**config.mk**
```make
export PLATFORM = sky130hd
export DESIGN_NAME = transfer_link_scheduler
export DESIGN_NICKNAME = d
export VERILOG_FILES = /design/src/rtl/transfer_link_scheduler.sv
export SDC_FILE = /design/constraint.sdc
export NUM_CORES = 1
export LEC_CHECK = 0
export ABC_CLOCK_PERIOD_IN_PS = 2500
export BUFFER_PORTS_ARGS = -buffer_cell sky130_fd_sc_hd__clkbuf_2
export CAP_MARGIN = 20
export CORE_ASPECT_RATIO = 1.4
export CORE_MARGIN = 10
export CORE_UTILIZATION = 54
export CTS_CLUSTER_DIAMETER = 80
export DETAILED_ROUTE_END_ITERATION = 10
export PLACE_DENSITY = 0.81
export SYNTH_ARGS = -nofsm -noshare
export SYNTH_HDL_FRONTEND = slang
export SYNTH_SLANG_ARGS = --single-unit
```
**constraint.sdc**
```tcl
create_clock -name clk -period 2.5 [get_ports clk]
set_clock_uncertainty 0.2 [all_clocks]
set_input_delay 0.125 -clock clk [delete_from_list [all_inputs] [get_ports clk]]
set_output_delay 0.125 -clock clk [all_outputs]
set_load 0.005 [all_outputs]
```
**src/rtl/transfer_link_scheduler.sv**
```systemverilog
// transfer_link_scheduler
// Shares one bit-serial link between two scanners. Each grant becomes a
// two-byte frame (header, payload) shifted out MSB first in fixed 8-cycle
// slots aligned to reset release. Empty slots carry IDLE_BYTE so the
// receiver's byte counter stays in step.
//
// Build option: define SCHED_FIXED_PRIO_EN for fixed priority (scanner 0 wins
// simultaneous requests); otherwise simultaneous requests are round-robin.
//
// Ports:
//   clk         sole clock, rising edge
//   rst         synchronous, active-low reset
//   link_ready  downstream ready, looked at only on slot boundaries
//   req[1:0]    per-scanner request, held with data stable until ack
//   ascii[1:0]  per-scanner payload type (1 = HDR_ASCII, 0 = HDR_BIN)
//   data0/1     scanner payload bytes
//   ack[1:0]    one-cycle grant pulse, payload already latched
//   tx_bit      serial output, MSB first
//   slot_start  high during the first bit of every slot
//   busy        high while a header or payload byte is on the wire
//   owner       scanner owning the current or last frame
//
// state    | meaning
// ---------+----------------------------------------------------
// ST_IDLE  | idle byte on the wire
// ST_HDR   | header byte on the wire, payload follows next slot
// ST_PAY   | payload byte on the wire, next frame may follow directly

module transfer_link_scheduler #(
    parameter logic [7:0] IDLE_BYTE = 8'd0,
    parameter logic [7:0] HDR_BIN   = 8'd7,
    parameter logic [7:0] HDR_ASCII = 8'd8
) (
    input  logic       clk,
    input  logic       rst,
    input  logic       link_ready,
    input  logic [1:0] req,
    input  logic [1:0] ascii,
    input  logic [7:0] data0,
    input  logic [7:0] data1,
    output logic [1:0] ack,
    output logic       tx_bit,
    output logic       slot_start,
    output logic       busy,
    output logic       owner
);

    typedef enum logic [1:0] {
        ST_IDLE = 2'd0,
        ST_HDR  = 2'd1,
        ST_PAY  = 2'd2
    } state_t;

    state_t     state_q,   state_d;
    logic [2:0] bit_cnt_q, bit_cnt_d;
    logic [7:0] shreg_q,   shreg_d;
    logic [7:0] pay_reg_q, pay_reg_d;
    logic [1:0] ack_q,     ack_d;
    logic       owner_q,   owner_d;

    logic       boundary;
    logic       winner;

    assign boundary = (bit_cnt_q == 3'd7);

`ifdef SCHED_FIXED_PRIO_EN
    // Scanner 0 always wins a tie.
    always_comb begin
        winner = ~req[0];
    end
`else
    // Round-robin without a separate pointer: on a tie the scanner that did
    // not own the last frame wins. owner resets to 1, so scanner 0 is
    // favoured after reset.
    always_comb begin
        winner = (req == 2'b11) ? ~owner_q : req[1];
    end
`endif

    always_comb begin
        bit_cnt_d = bit_cnt_q + 3'd1;
        shreg_d   = {shreg_q[6:0], 1'b0};
        state_d   = state_q;
        pay_reg_d = pay_reg_q;
        ack_d     = 2'b00;
        owner_d   = owner_q;

        if (boundary) begin
            case (state_q)
                ST_HDR: begin
                    // Payload always follows its header, link_ready or not.
                    shreg_d = pay_reg_q;
                    state_d = ST_PAY;
                end
                default: begin
                    if (link_ready && (req != 2'b00)) begin
                        shreg_d   = ascii[winner] ? HDR_ASCII : HDR_BIN;
                        pay_reg_d = winner ? data1 : data0;
                        ack_d     = winner ? 2'b10 : 2'b01;
                        owner_d   = winner;
                        state_d   = ST_HDR;
                    end else begin
                        shreg_d = IDLE_BYTE;
                        state_d = ST_IDLE;
                    end
                end
            endcase
        end
    end

    always_ff @(posedge clk) begin
        if (!rst) begin
            state_q   <= ST_IDLE;
            bit_cnt_q <= 3'd0;
            shreg_q   <= IDLE_BYTE;
            pay_reg_q <= 8'd0;
            ack_q     <= 2'b00;
            owner_q   <= 1'b1;
        end else begin
            state_q   <= state_d;
            bit_cnt_q <= bit_cnt_d;
            shreg_q   <= shreg_d;
            pay_reg_q <= pay_reg_d;
            ack_q     <= ack_d;
            owner_q   <= owner_d;
        end
    end

    assign tx_bit     = shreg_q[7];
    assign slot_start = (bit_cnt_q == 3'd0);
    assign busy       = (state_q != ST_IDLE);
    assign ack        = ack_q;
    assign owner      = owner_q;

endmodule

```
==> metrics.md <==
| Metric | Value |
|---|---|
| Total Power | 683.6 uW |
| Reg2reg start | owner |
| # rows | 19 |
| FF+latch count, synth | 24 |
| DR pass1 iterations | 4 |
| Worst reg2reg setup slack | 450 ps |
| Final hold violations | 0 |
| Most common cell after layout, fill and taps aside | clkbuf_2 |
| Final wirelength | 2918 um |
| Leakage | 0.0006318 uW |
| Met3 routed WL | 128 um |
| Filler cell count | 142 |
| Worst reg2reg endpoint | shreg_q[0] |
| Routed Antenna Nets | 0 |
| Vias per inst | 5.736 |
| TritonCTS buffer count | 3 |
| CTS Root Cell | clkbuf_4 |
| Max-cap violation count | 0 |
| All-Layer GR Usage | 0.1446 |
| Largest net degree at the start of global routing | 18 |
| CP Cell Sequence | a21bo_4, mux2_4, dlygate4sd3_1, o21ai_0 |
| DR vias | 998 |
| Max Used Layer | met4 |
| Combinational share of power | 0.134 |
| Flop pwr share | 0.571 |
| Syn_area_per_cell | 9.987 um^2 |
| Die Span Y | 73.37 um |
| Area taken by multi-input logic gates | 534.3 um^2 |
| CP peak stage delay | 600 ps |
| Pint | 531.7 uW |
| Register Area | 480.5 um^2 |
| CP endpoint kind | flop |
| CTS Buffer Depth | 2 |
| Routed WL per cell | 16.77 um |
| Crit Path Category | flop to flop |
| Post-route minimum period | 2047 ps |
| Area grow syn2layout | 31.09% |
| Min-Delay Path Depth | 3 |
| Cell Area, Synth | 1099 um^2 |
| Worst-Skew Late Latency | 310 ps |
| Share of layout cells above drive strength 1 | 0.2549 |
| Sw Share | 0.2222 |
| Fmax | 488.6 MHz |
| Ant diodes | 0 |
| RSZ-0062 raised after global routing | false |
| Hold endpoint | ack[1] |
| Startpoint Class | flop |
| Min Hold Slack | 65.16 ps |
| WP data arrival | 2080 ps |
| Min-delay worst type | input pin to flop |
| Switching Power | 151.9 uW |
| Final GP Congestion | 0.8454 |
| Clock Power Share | 0.295 |
| Slew headroom | 0.5733 |
| Crit Path Max Fanout | 12 |
| Final setup violation count | 0 |
| Total of warnings raised by yosys | 0 |
| Clock tree from TritonCTS | built |
| Syn Inst Count | 110 |
| GRT overflow | 0 |
| Number of global-route vias before repair | 1086 |
| Worst Hold Launch | req[0] |
| Cell variety after synth | 33 |
| Worst slew pin tran | 638.8 ps |
| Peak VDD IR | 0.0003406 V |
| CTS Sinks | 24 |
| Die width | 58.12 um |
| R2r worst-path depth | 4 |
| Starting Density | 0.5635 |
| Slew Viols, Final | 0 |
| Post-DP Area | 1204 um^2 |
| Number of port buffers | 28 |
| Global-route wire length before repair | 5050 um |
| Setup_tns | 0 ps |
| Clk slew on worst S/H paths | 120 ps |
| Residual DRC | 0 |
| Core ar. | 1949 um^2 |
| Detailed placement HPWL | 1836 um |
| Routed wl met2 | 1628 um |
| Final net count | 180 |
| Status | complete, no violations |
| Met1 Wirelength | 1095 um |
| H-Tree Depth | 1 |
| Slowest CP cell | dlygate4sd3_1 |
| Pwr dens | 474.7 nW/um^2 |
| Worst Path Required | 2530 ps |
| Sequential fraction of the synthesis area | 0.4374 |
| Most frequent cells in the layout | clkbuf_2 (28), dfxtp_1 (24), dlygate4sd3_1 (20) |
| Initial antenna violation count | 0 |
| Ports | 29 |
| Fin crit share | 0.8186 |
| Post-route cell area | 1440 um^2 |
| Die ar. | 4264 um^2 |
| Post-CTS sizing | 0 |
| Synth Net Count | 136 |
| Initial DRC count | 37 |
==> routing by layer <==
layer,vias to the layer above,global-route usage
li1,484,-
met4,0,0.05236
met5,-,0
met2,24,0.2727
met1,484,0.1476
met3,6,0.03448
==> power by group through the flow <==
stage                     sequential [uW]  combinational [uW]  clock [uW]
after floorplan                       398                36.6           0
after global placement                398                57.5           0
after detailed placement              399                59.5           0
after CTS                             390                88.6         208
after global routing                  391                 101         218
final                                 390                91.4         202
==> kinds of logic after synthesis <==
| kind of cell | after synthesis | share of synthesized area |
|---|---|---|
| adder cells (fa/ha/maj) | 3 | 0.03417 |
| AND/OR/NAND/NOR | 29 | 0.1674 |
| AO/OA/AOI/OAI | 30 | 0.1891 |
| multiplexers | 10 | 0.09567 |
| flip-flops | 24 | 0.4374 |
| buffers and inverters | 14 | 0.07630 |
==> flip-flops by register name, indices dropped and copies added, names as in the netlist <==
name	count
owner	1
pay_reg_q	8
state_q	2
ack	2
shreg_q	8
bit_cnt_q	3
==> worst max-delay path by stage <==
stage / start / cells after the start / end / slack (ps)
2_1_floorplan: bit_cnt_q[0] / 7 / state_q[0] / 810
3_3_place_gp: bit_cnt_q[0] / 5 / shreg_q[3] / 900
3_5_place_dp: bit_cnt_q[0] / 5 / shreg_q[3] / 850
4_1_cts: owner / 4 / shreg_q[2] / 510
5_1_grt: owner / 4 / shreg_q[0] / 390
6_report: owner / 4 / shreg_q[0] / 450
==> Yosys cell counts <==
cell type  instances  area share
o211ai_1           1      0.0068
buf_4              1      0.0068
and2_1             2       0.011
mux2i_1            9       0.082
a21bo_4            1       0.015
nand2b_1           5       0.028
nand3_1            4       0.018
a31oi_1           10       0.057
nor2_1             4       0.014
o21ai_0            1      0.0046
ha_1               3       0.034
or2_2              1      0.0057
dfxtp_1           24        0.44
and3_4             1       0.010
o22ai_1            2       0.011
nand4_1            1      0.0057
buf_6              3       0.031
a21oi_1            4       0.018
or2_1              1      0.0057
a211oi_1           9       0.061
a31o_1             1      0.0080
o21a_1             1      0.0068
and2_4             1      0.0080
clkinv_1           1      0.0034
nand3b_1           1      0.0068
nand4b_1           1      0.0080
nand4_2            1       0.011
clkbuf_2           1      0.0046
nor2b_1            6       0.034
inv_1              3       0.010
mux2_4             1       0.014
clkbuf_1           2      0.0068
buf_2              3       0.014
==> metrics by stage <==
step | util | setup WS (ps) | std cells
after global placement | 0.6175 | 900.0 | 150
after CTS | 0.7388 | 508.6 | 174
after global routing | 0.7388 | 394.4 | 174
final | 0.7388 | 453.5 | 174
after floorplan | - | 808.9 | 110
after detailed placement | 0.6175 | 849.6 | 150
==> critical path: cells and delay by family, from the launching register on <==
kind            cells  cell delay [ps]
buf+inv             1              600
mux                 1              330
compound gates      2              450
flops               1              380
==> cell type report <==
class	instances	area share
multi-input combinational	72	0.3710
sequential	24	0.3336
timing repair buffer	49	0.2415
clock buffer	4	0.02520
tap	21	0.01825
inverter	4	0.01043
==> what timing repair did <==
action | 4_1_cts | 5_1_grt
hold buffers | 20 | 0
endpoints found under the hold margin | 18 | 0
setup buffers | 0 | 0
(Power assumes the default switching activity.)
